`src/rtl/conv_ctrl_pkg.sv`:
```
// Shared encodings and phase lengths for the parametrised conv/pool controller.
package conv_ctrl_pkg;

    localparam logic [2:0] ST_IDLE    = 3'd0;
    localparam logic [2:0] ST_LOAD_W  = 3'd1;
    localparam logic [2:0] ST_READ_9  = 3'd2;
    localparam logic [2:0] ST_READ_3  = 3'd3;
    localparam logic [2:0] ST_WRITE_C = 3'd4;
    localparam logic [2:0] ST_READ_P  = 3'd5;
    localparam logic [2:0] ST_WRITE_P = 3'd6;
    localparam logic [2:0] ST_DONE    = 3'd7;

    localparam logic [2:0] SEL_R0 = 3'b100;
    localparam logic [2:0] SEL_R1 = 3'b010;
    localparam logic [2:0] SEL_R2 = 3'b001;

    localparam int LOAD_W_CYC = 10;
    localparam int READ9_CYC  = 10;
    localparam int READ3_CYC  = 4;
    localparam int READP_CYC  = 5;

    function automatic logic [2:0] row_sel(input logic [1:0] kr);
        case (kr)
            2'd0:    row_sel = SEL_R0;
            2'd1:    row_sel = SEL_R1;
            2'd2:    row_sel = SEL_R2;
            default: row_sel = 3'b000;
        endcase
    endfunction

endpackage

```
`src/rtl/conv_win_addr_gen.sv`:
```
// Combinational ROM address and padding flag for one 3x3 window pixel.
// Offsets kr/kc are 0..2 and map to -1..+1 around (row, col).
module conv_win_addr_gen #(
    parameter int IMG_W     = 256,
    parameter int IMG_H     = 256,
    parameter int ADDR_BITS = 16
) (
    input  logic [ADDR_BITS-1:0] i_row,
    input  logic [ADDR_BITS-1:0] i_col,
    input  logic [1:0]           i_kr,
    input  logic [1:0]           i_kc,
    output logic [ADDR_BITS-1:0] o_addr,
    output logic                 o_pad
);
    localparam int SW = ADDR_BITS + 2;

    logic signed [SW-1:0] w_r;
    logic signed [SW-1:0] w_c;
    logic                 w_r_out;
    logic                 w_c_out;

    // Extra headroom bits keep row-1 at row 0 negative instead of wrapping.
    assign w_r = $signed({2'b00, i_row}) + $signed({{(SW-2){1'b0}}, i_kr}) - $signed(SW'(1));
    assign w_c = $signed({2'b00, i_col}) + $signed({{(SW-2){1'b0}}, i_kc}) - $signed(SW'(1));

    assign w_r_out = w_r[SW-1] || (w_r >= $signed(SW'(IMG_H)));
    assign w_c_out = w_c[SW-1] || (w_c >= $signed(SW'(IMG_W)));
    assign o_pad   = w_r_out || w_c_out;

    assign o_addr = o_pad ? '0
                          : w_r[ADDR_BITS-1:0] * ADDR_BITS'(IMG_W) + w_c[ADDR_BITS-1:0];

endmodule

```
`src/rtl/conv_pool_ctrl_p.sv`:
```
// Start/done sequencer: weight load, 3x3 same-padded conv sweep, 2x2 stride-2 pool.
// Optional macro CONV_POOL_SKIP_EN adds pool_skip (latched at start) to skip pooling.
module conv_pool_ctrl_p
    import conv_ctrl_pkg::*;
#(
    parameter int IMG_W     = 256,
    parameter int IMG_H     = 256,
    parameter int ADDR_BITS = 16
) (
    input  logic                 clk,
    input  logic                 rst_n,
`ifdef CONV_POOL_SKIP_EN
    input  logic                 pool_skip,
`endif
    input  logic                 start,
    output logic                 busy,
    output logic                 done,
    output logic [ADDR_BITS-1:0] ROM_W_A,
    output logic                 ROM_W_OE,
    output logic [ADDR_BITS-1:0] ROM_IF_A,
    output logic                 ROM_IF_OE,
    output logic [2:0]           sel_w,
    output logic [2:0]           sel_if,
    output logic                 pad_en,
    output logic                 clear,
    output logic [ADDR_BITS-1:0] RAM_CONV_A,
    output logic                 RAM_CONV_WE,
    output logic                 RAM_CONV_OE,
    output logic [ADDR_BITS-1:0] RAM_POOL_A,
    output logic                 RAM_POOL_WE,
    output logic                 pool_en
);
    localparam logic [ADDR_BITS-1:0] W_A      = ADDR_BITS'(IMG_W);
    localparam logic [ADDR_BITS-1:0] HALF_W   = ADDR_BITS'(IMG_W / 2);
    localparam logic [ADDR_BITS-1:0] LAST_COL = ADDR_BITS'(IMG_W - 1);
    localparam logic [ADDR_BITS-1:0] LAST_ROW = ADDR_BITS'(IMG_H - 1);
    localparam logic [ADDR_BITS-1:0] LAST_PC  = ADDR_BITS'(IMG_W / 2 - 1);
    localparam logic [ADDR_BITS-1:0] LAST_PR  = ADDR_BITS'(IMG_H / 2 - 1);
    localparam logic [3:0] LOAD_W_END = 4'(LOAD_W_CYC - 1);
    localparam logic [3:0] READ9_END  = 4'(READ9_CYC - 1);
    localparam logic [3:0] READ3_END  = 4'(READ3_CYC - 1);
    localparam logic [3:0] READP_END  = 4'(READP_CYC - 1);

    logic [2:0]           r_state;
    logic [3:0]           r_cnt;
    logic [ADDR_BITS-1:0] r_row;
    logic [ADDR_BITS-1:0] r_col;
    logic [ADDR_BITS-1:0] r_pr;
    logic [ADDR_BITS-1:0] r_pc;
    logic [2:0]           r_sel_if;
    logic                 r_pad;
    logic                 r_skip;

    logic [1:0]           w_kr;
    logic [1:0]           w_kc;
    logic [ADDR_BITS-1:0] w_pix_a;
    logic                 w_pix_pad;
    logic                 w_pix_rd;
    logic [ADDR_BITS-1:0] w_prow;
    logic [ADDR_BITS-1:0] w_pcol;
    logic                 w_skip_in;

`ifdef CONV_POOL_SKIP_EN
    assign w_skip_in = pool_skip;
`else
    assign w_skip_in = 1'b0;
`endif

    // Window offsets: READ_9 walks k=0..8 row-major, READ_3 only the new right column.
    always_comb begin
        w_kr     = 2'd0;
        w_kc     = 2'd0;
        w_pix_rd = 1'b0;
        if (r_state == ST_READ_9 && r_cnt <= 4'd8) begin
            w_pix_rd = 1'b1;
            if (r_cnt >= 4'd6) begin
                w_kr = 2'd2;
                w_kc = 2'(r_cnt - 4'd6);
            end else if (r_cnt >= 4'd3) begin
                w_kr = 2'd1;
                w_kc = 2'(r_cnt - 4'd3);
            end else begin
                w_kc = r_cnt[1:0];
            end
        end else if (r_state == ST_READ_3 && r_cnt <= 4'd2) begin
            w_pix_rd = 1'b1;
            w_kr     = r_cnt[1:0];
            w_kc     = 2'd2;
        end
    end

    conv_win_addr_gen #(
        .IMG_W     (IMG_W),
        .IMG_H     (IMG_H),
        .ADDR_BITS (ADDR_BITS)
    ) u_win_addr (
        .i_row  (r_row),
        .i_col  (r_col),
        .i_kr   (w_kr),
        .i_kc   (w_kc),
        .o_addr (w_pix_a),
        .o_pad  (w_pix_pad)
    );

    assign w_prow = (r_pr << 1) | ADDR_BITS'(r_cnt[1]);
    assign w_pcol = (r_pc << 1) | ADDR_BITS'(r_cnt[0]);

    always_ff @(posedge clk) begin
        if (!rst_n) begin
            r_state  <= ST_IDLE;
            r_cnt    <= '0;
            r_row    <= '0;
            r_col    <= '0;
            r_pr     <= '0;
            r_pc     <= '0;
            r_sel_if <= '0;
            r_pad    <= 1'b0;
            r_skip   <= 1'b0;
        end else begin
            // Qualifiers trail the read address by one cycle to match ROM latency.
            r_sel_if <= w_pix_rd ? row_sel(w_kr) : 3'b000;
            r_pad    <= w_pix_rd & w_pix_pad;
            case (r_state)
                ST_IDLE: begin
                    if (start) begin
                        r_state <= ST_LOAD_W;
                        r_cnt   <= '0;
                        r_row   <= '0;
                        r_col   <= '0;
                        r_pr    <= '0;
                        r_pc    <= '0;
                        r_skip  <= w_skip_in;
                    end
                end
                ST_LOAD_W: begin
                    if (r_cnt == LOAD_W_END) begin
                        r_state <= ST_READ_9;
                        r_cnt   <= '0;
                    end else begin
                        r_cnt <= r_cnt + 4'd1;
                    end
                end
                ST_READ_9: begin
                    if (r_cnt == READ9_END) begin
                        r_state <= ST_WRITE_C;
                        r_cnt   <= '0;
                    end else begin
                        r_cnt <= r_cnt + 4'd1;
                    end
                end
                ST_READ_3: begin
                    if (r_cnt == READ3_END) begin
                        r_state <= ST_WRITE_C;
                        r_cnt   <= '0;
                    end else begin
                        r_cnt <= r_cnt + 4'd1;
                    end
                end
                ST_WRITE_C: begin
                    r_cnt <= '0;
                    if (r_col < LAST_COL) begin
                        r_col   <= r_col + 1'b1;
                        r_state <= ST_READ_3;
                    end else begin
                        r_col <= '0;
                        if (r_row == LAST_ROW) begin
                            r_row   <= '0;
                            r_pr    <= '0;
                            r_pc    <= '0;
                            r_state <= r_skip ? ST_DONE : ST_READ_P;
                        end else begin
                            r_row   <= r_row + 1'b1;
                            r_state <= ST_READ_9;
                        end
                    end
                end
                ST_READ_P: begin
                    if (r_cnt == READP_END) begin
                        r_state <= ST_WRITE_P;
                        r_cnt   <= '0;
                    end else begin
                        r_cnt <= r_cnt + 4'd1;
                    end
                end
                ST_WRITE_P: begin
                    r_cnt   <= '0;
                    r_state <= ST_READ_P;
                    if (r_pc == LAST_PC) begin
                        r_pc <= '0;
                        if (r_pr == LAST_PR) begin
                            r_pr    <= '0;
                            r_state <= ST_DONE;
                        end else begin
                            r_pr <= r_pr + 1'b1;
                        end
                    end else begin
                        r_pc <= r_pc + 1'b1;
                    end
                end
                ST_DONE: begin
                    r_state <= ST_IDLE;
                    r_cnt   <= '0;
                    r_row   <= '0;
                    r_col   <= '0;
                    r_pr    <= '0;
                    r_pc    <= '0;
                end
                default: begin
                    r_state <= ST_IDLE;
                    r_cnt   <= '0;
                end
            endcase
        end
    end

    assign busy   = (r_state != ST_IDLE);
    assign sel_if = r_sel_if;
    assign pad_en = r_pad;

    always_comb begin
        done        = 1'b0;
        clear       = 1'b0;
        ROM_W_A     = '0;
        ROM_W_OE    = 1'b0;
        ROM_IF_A    = '0;
        ROM_IF_OE   = 1'b0;
        sel_w       = 3'b000;
        RAM_CONV_A  = '0;
        RAM_CONV_WE = 1'b0;
        RAM_CONV_OE = 1'b0;
        RAM_POOL_A  = '0;
        RAM_POOL_WE = 1'b0;
        pool_en     = 1'b0;
        case (r_state)
            ST_IDLE: clear = 1'b1;
            ST_LOAD_W: begin
                if (r_cnt <= 4'd8) begin
                    ROM_W_OE = 1'b1;
                    ROM_W_A  = ADDR_BITS'(r_cnt);
                end
                if (r_cnt >= 4'd7)      sel_w = SEL_R2;
                else if (r_cnt >= 4'd4) sel_w = SEL_R1;
                else if (r_cnt >= 4'd1) sel_w = SEL_R0;
            end
            ST_READ_9, ST_READ_3: begin
                ROM_IF_OE = w_pix_rd;
                ROM_IF_A  = w_pix_rd ? w_pix_a : '0;
            end
            ST_WRITE_C: begin
                RAM_CONV_WE = 1'b1;
                RAM_CONV_A  = r_row * W_A + r_col;
            end
            ST_READ_P: begin
                if (r_cnt <= 4'd3) begin
                    RAM_CONV_OE = 1'b1;
                    RAM_CONV_A  = w_prow * W_A + w_pcol;
                end
                pool_en = (r_cnt >= 4'd1);
            end
            ST_WRITE_P: begin
                RAM_POOL_WE = 1'b1;
                RAM_POOL_A  = r_pr * HALF_W + r_pc;
            end
            ST_DONE: begin
                done  = 1'b1;
                clear = 1'b1;
            end
            default: clear = 1'b1;
        endcase
    end

endmodule

```
`config.mk`:
```
export PLATFORM = sky130hd
export DESIGN_NAME = conv_pool_ctrl_p
export DESIGN_NICKNAME = d
export VERILOG_FILES = /design/src/rtl/conv_ctrl_pkg.sv /design/src/rtl/conv_win_addr_gen.sv /design/src/rtl/conv_pool_ctrl_p.sv
export SDC_FILE = /design/constraint.sdc
export NUM_CORES = 1
export LEC_CHECK = 0
export BUFFER_PORTS_ARGS = -buffer_cell sky130_fd_sc_hd__buf_2
export CAP_MARGIN = 5
export CORE_MARGIN = 1
export CORE_UTILIZATION = 30
export DETAILED_ROUTE_END_ITERATION = 6
export PLACE_DENSITY = 0.56
export SLEW_MARGIN = 20
export SYNTH_ARGS = -nofsm -noshare
export SYNTH_HDL_FRONTEND = slang
export SYNTH_SLANG_ARGS = --single-unit
```
`constraint.sdc`:
```
create_clock -name clk -period 7.2 [get_ports clk]
set_input_delay 2.16 -clock clk [delete_from_list [all_inputs] [get_ports clk]]
set_output_delay 2.16 -clock clk [all_outputs]
set_load 0.02 [all_outputs]
```
### After elaboration in Yosys (flattened, before gate mapping)

Index checks and enable logic that the tools add are counted.

* $lt $le $gt $ge: 11
* reductions and logical operators: 20
* equal/unequal tests: 23
* bitwise gates (word level): 3
* add/sub/neg operators: 15
* mux-type cells: 61

Operators with widths (number)
* 16-bit 2-to-1 mux: 14
* 16-bit case mux with 4 select lines: 2
* 16-bit case mux with 3 select lines: 2
* 16-bit by 1-bit adder with 16-bit output (second input constant): 4
* 16-bit adder: 4
* 18-bit by 10-bit greater-or-equal comparator with 1-bit output (second input constant): 2
* 18-bit by 2-bit subtractor with 18-bit output (second input constant): 2
* 16-bit by 2-bit adder with 17-bit output: 2
* 3-bit 2-to-1 mux: 11
* 16-bit by 7-bit == test with 1-bit output (second input constant): 2
* 16-bit case mux with 2 select lines: 1
* 4-bit 2-to-1 mux: 6
* 3-bit case mux with 8 select lines: 1
* 4-bit case mux with 5 select lines: 1
* 2-bit 2-to-1 mux: 9
* 16-bit by 8-bit == test with 1-bit output (second input constant): 1
* 16-bit by 8-bit < comparator with 1-bit output (second input constant): 1
* 16-bit by 1-bit bitwise OR with 16-bit output: 1
* 1-bit 2-to-1 mux: 13
* 3-bit == test (second input constant): 4
* 4-bit by 3-bit greater-or-equal comparator with 1-bit output (second input constant): 3
* 2-bit != test (second input constant): 6
* 5-bit AND reduction: 2
* 3-bit case mux with 3 select lines: 1
* other kinds (27): 38

* input port bits: 3
* flip-flop bits (word level): 75
* output and inout bits: 80
* word-level logic and storage cells: 141

### Longest topological paths before layout

* depth after elaboration: 12
* mapped depth: 26
* mapped depth without buffers: 24

### By module

Synthesis repeated with hierarchy kept, for this count alone.

* cell total of the unflattened synthesis: 1017
* area total of the unflattened synthesis: 7689.9 µm²

By module, submodules not included
* conv_pool_ctrl_p: cells each 684, times used 1, sequential area each 1501.4 µm², area an instance 5270.1 µm²
* conv_win_addr_gen: cells each 333, times used 1, sequential area each 0.0 µm², area an instance 2419.8 µm²

### Least setup slack after synthesis

No wires, ideal clock.

* path kind: reg2out
* start: register r_cnt[0]
* end: output port ROM_IF_A[15]
* arrival time: 5421 ps
* required time: 5040 ps
* stages on the path, launching flop included: 25
* path slack: -381 ps
* buffers on the path: 1
* path through: dfxtp_1 -> clkbuf_1 -> inv_1 -> ha_1 -> nor2_1 -> nor2_1 -> nor2_1 -> o21a_1 -> nor2b_1 -> a2111oi_0 -> or2_2 -> inv_1 -> fa_1 -> or4b_1 -> mux2i_1 -> o2111ai_2 -> or2_2 -> nor3_1 -> nor3b_1 -> a31oi_1 -> xnor2_1 -> ha_1 -> nor4b_1 -> or4_1 -> a211oi_1

* longest elaborated chain between the ends: 12
* elaborated cells on any way between the ends: 31
* classes of those cells: add/sub (7); order compare (6); mux (13); reduce/logical (5)

RTL lines
* start: declaration: RTL line conv_pool_ctrl_p.sv:45 `logic [3:0] r_cnt;`
* start signal: assignment: RTL line conv_pool_ctrl_p.sv:140 `r_cnt <= r_cnt + 4'd1;`
* start signal: assignment: RTL line conv_pool_ctrl_p.sv:148 `r_cnt <= r_cnt + 4'd1;`
* start signal: assignment: RTL line conv_pool_ctrl_p.sv:156 `r_cnt <= r_cnt + 4'd1;`
* 4-bit by 2-bit greater-or-equal comparator with 1-bit output (tied with other cells): RTL line conv_pool_ctrl_p.sv:79 `end else if (r_cnt >= 4'd3) begin`
* 1-bit 2-to-1 mux (tied with other cells): RTL line conv_pool_ctrl_p.sv:79
* 2-bit 2-to-1 mux (on tied branches): RTL line conv_pool_ctrl_p.sv:76, conv_pool_ctrl_p.sv:85
* 2-bit 2-to-1 mux: RTL line conv_pool_ctrl_p.sv:74 `if (r_state == ST_READ_9 && r_cnt <= 4'd8) begin`
* 16-bit by 2-bit adder with 17-bit output (on tied branches): RTL line conv_win_addr_gen.sv:23, conv_win_addr_gen.sv:24
* 18-bit by 2-bit subtractor with 18-bit output (on tied branches): RTL line conv_win_addr_gen.sv:23, conv_win_addr_gen.sv:24
* 18-bit by 10-bit greater-or-equal comparator with 1-bit output (on tied branches): RTL line conv_win_addr_gen.sv:26, conv_win_addr_gen.sv:27
* 1-bit logical OR (on tied branches): RTL line conv_win_addr_gen.sv:26, conv_win_addr_gen.sv:27
* 1-bit logical OR: RTL line conv_win_addr_gen.sv:28 `assign o_pad = w_r_out || w_c_out;`
* 16-bit 2-to-1 mux: RTL line conv_win_addr_gen.sv:30 `assign o_addr = o_pad ? '0`
* 16-bit 2-to-1 mux *: RTL line conv_pool_ctrl_p.sv:247 `ROM_IF_A = w_pix_rd ? w_pix_a : '0;`
* 16-bit 2-to-1 mux *: RTL line conv_pool_ctrl_p.sv:234 `case (r_state)`
* end: declaration: RTL line conv_pool_ctrl_p.sv:20 `output logic [ADDR_BITS-1:0] ROM_IF_A,`

Every way passes the cells marked *; elsewhere a longest branch is shown, timed or not.

### Worst setup path in the final report

Ends and elaborated chain as after synthesis.

==> results.toml <==
[status]
outcome = "complete, but fails checks"
violations = "negative setup slack"

[place]
post-dp-hpwl_um = 16120
dpl.cell_count = 1342
globalplace.congestion = 0.8484
portBuffers = 70

[floorplanning]
die_area_um2 = 24350
fp.dieW_um = 156.0
rows = 55
ios = 83
start_util_pct = 30.97
coreArea_um2 = 22980
die_y_um = 156.0

[global_route]
grt_start_max_net_pins = 20
antenna_found_initial = 0
overflow = 0
grt_pass1_vias = 6628
track_usage_pct = 17.71
grt_pass1_wl_um = 34500

[critical_path]
r2r-end = "pad_en"
required_ns = 5.04
critPathArrivalTime_ns = 5.54
worstSetupEndpointType = "output port"
crit_fanout = 4
worstSetupStartpointType = "flip-flop"
crit_start = "r_cnt[0]"
reg2reg_from = "r_cnt[0]"
r2r_slack_ns = 2.76
crit_end = "ROM_IF_A[15]"
path_class = "flip-flop to output port"
r2r_cells = 22

[final_layout]
fillers = 2425
drive_above_1_share_pct = 24.74
nets = 1115
syn_to_final_growth_pct = 25.61
multi_input_area_um2 = 5500
fin_cells = 1380
register_area_um2 = 1510
diodes = 0

[pwr]
leakagePower_nw = 3.636
vdd.ir_drop.worst_mv = 0.1798
power_density_nw_per_um2 = 237.1
finalPower_mw = 2.120

[timing]
slew_headroom_pct = 51.02
finalSetupViolCount = 4
fin_crit_sh_pct = 106.9
period_needed_ns = 7.698
skew_ns = 0.01237
tightest_slew_ns = 0.7338
slew_viol_final = 0
hold_viol = 0
max_freq_ghz = 0.1299
rsz0062_at_grt = "true"
setup_ws_ns = -0.4976

[routing]
routed_via_density = 5.113
dr.pass1.iters = 5
drc = 0
dr_total_vias = 7056
wl_per_cell_um = 15.76
wirelength_um = 21750
ant_nets = 0
drt_iter0_markers = 498

[clocking]
clock_latency_ns = 0.35
cts_buffers = 9
htreeDepth = 3
clockBufferDepth = 2
cts_root_buf = "clkbuf_16"
clkTransAtPathRegs_ns = 0.06
cts_sinks = 75
cts_tree = "done"

[worst_hold_path]
holdCritPathClass = "flip-flop to flip-flop"

[synthesis]
ys_types = 75
synth_top_area_cell = "dfxtp_1"
synth-main-ff-cell = "dfxtp_1"
syn_area_per_cell_um2 = 7.540
synth_cells = 944
synth_area_leaders = "dfxtp_1, xnor2_1, ha_1"
synth_warnings = 0
netlist.area_leader.share_pct = 21.09
synth_async_sr_flop_share_pct = 0
synth_seq_cells = 75
syn_area_um2 = 7118
synth-edff-count = 0
synth-seq-area-share_pct = 21.09

[job]
cap_viol_max_count = 0
[timing repair]
action                                  4_1_cts  5_1_grt
setup buffers                                11       13
hold buffers                                  0        0
endpoints found under the setup margin       16       16
pin swaps                                    18       27
gates resized for setup                      43       38
gates cloned                                  0        1
[through the flow]
stage	util, %	TNS [ns]	cell area (um2)	setup slack (ns)	hold WS [ns]
after floorplan	-	-0.08950	7184	-0.08950	0.4777
after global placement	35.33	-0.3397	8120	-0.2557	0.4996
after detailed placement	35.33	-0.5565	8120	-0.3619	0.5017
after CTS	37.57	-0.5133	8636	-0.3718	0.5349
after global routing	38.90	-3.513	8941	-0.7285	0.5745
final	38.90	-0.9013	8941	-0.4976	0.5239
[critical path, stage by stage (launching register included)]
cell	delay, ns
dfxtp_4	0.37
inv_4	0.04
buf_4	0.13
buf_4	0.14
ha_1	0.34
nor2b_4	0.06
a2111oi_4	0.26
or2_4	0.18
inv_2	0.04
fa_2	0.35
or4b_1	0.53
mux2i_1	0.18
o2111ai_2	0.19
or2_4	0.29
nor3_4	0.21
xor2_1	0.18
a31oi_1	0.12
xnor2_1	0.17
ha_1	0.35
nor4b_4	0.15
or4_4	0.51
a211oi_4	0.25
buf_6	0.14
[worst min-delay path by stage]
stage	slack, ns	depth (start not counted)	start	end
floorplan	0.48	2	r_pc[6]	r_pc[6]
global placement	0.50	2	r_pr[15]	r_pr[15]
detailed placement	0.50	2	r_pr[15]	r_pr[15]
CTS	0.53	2	r_pr[15]	r_pr[15]
global route	0.57	2	r_pr[15]	r_pr[15]
finish	0.52	2	r_pr[15]	r_pr[15]
[final cells by class]
type                            instances  share of cell area (%)
Clock buffer                           11                   2.827
Inverter                               38                   1.623
Multi-Input combinational cell        776                   61.52
Clock inverter                          5                  0.3918
Sequential cell                        75                   16.89
Timing Repair Buffer                  162                   12.37
Tap cell                              313                   4.380
[synth_stat cells, types with 4 or more instances]
| library cell | n |
|---|---|
| nor2_1 | 128 |
| dfxtp_1 | 75 |
| xnor2_1 | 72 |
| a21oi_1 | 60 |
| nand2_1 | 52 |
| ha_1 | 44 |
| clkbuf_1 | 40 |
| xor2_1 | 40 |
| nor3_1 | 38 |
| inv_1 | 36 |
| nand3_1 | 33 |
| o21ai_0 | 31 |
| nand4_1 | 23 |
| or3_1 | 17 |
| and2_1 | 16 |
| nor4_1 | 16 |
| buf_4 | 14 |
| o21bai_1 | 14 |
| nand2b_1 | 11 |
| nor3_2 | 11 |
| a21o_1 | 10 |
| a22o_1 | 10 |
| o22ai_1 | 10 |
| and3_1 | 8 |
| nor3b_1 | 7 |
| a22oi_1 | 6 |
| fa_1 | 6 |
| nor2b_1 | 6 |
| nor4b_1 | 6 |
| or2_2 | 6 |
| a31oi_1 | 5 |
| and4_1 | 5 |
| buf_2 | 5 |
| mux2i_1 | 5 |
| nand3b_1 | 5 |
| a211oi_1 | 4 |
| a311oi_1 | 4 |
| a41oi_1 | 4 |
[state kept, by name, indices dropped and copies added (netlist names)]
signal and flops:
r_col 16, r_pc 16, r_pr 16, r_row 16, r_cnt 4, r_state 3
sel_if 3, pad_en 1
[cells by family after synthesis]
family	after synthesis	synth area share (%)
AOI/OAI and AO/OA	193	18.14
xor gates and xnor gates	112	13.78
adders and majority gates	50	9.422
buffers and inverters	104	6.644
DFF	75	21.09
muxes	6	0.8613
other	1	0.05268
and+or+nand+nor	403	30.01
[cells in the final DEF, fill, tap and decap left out, types with 5 or more instances in the layout]
cell type / n
nand3b_1: 5
nor3b_1: 5
a21oi_2: 6
inv_1: 33
ha_1: 40
nor3_2: 14
xor2_1: 40
mux2i_1: 5
a22o_1: 9
conb_1: 12
a21o_1: 10
nor3_1: 33
and4_1: 5
clkbuf_16: 10
nand3_1: 33
nand2b_1: 11
and2_1: 15
buf_6: 6
nor2_1: 126
buf_2: 64
buf_4: 89
o21bai_1: 13
nand2_1: 52
nand4_1: 23
a21oi_1: 54
xnor2_1: 69
or3_1: 15
nor4_1: 15
a22oi_1: 6
dfxtp_1: 72
nor2b_1: 5
o22ai_1: 10
o21ai_0: 29
and3_1: 8
[per-layer routing]
layer | up-vias | part of all wire [%] | track usage, %
met4 | 0 | 0.98 | 3.315
met2 | 147 | 48 | 30.21
li1 | 3568 | - | -
met3 | 19 | 3.9 | 2.778
met5 | - | 0 | 0
met1 | 3322 | 47 | 23.51
[power breakdown]
group | switching, mW | total (mW) | internal [mW]
combinational | 0.673 | 1.22 | 0.547
sequential | 0.0209 | 0.455 | 0.434
clock | 0.192 | 0.445 | 0.253
Note: power is estimated with default switching activity, not from simulation.
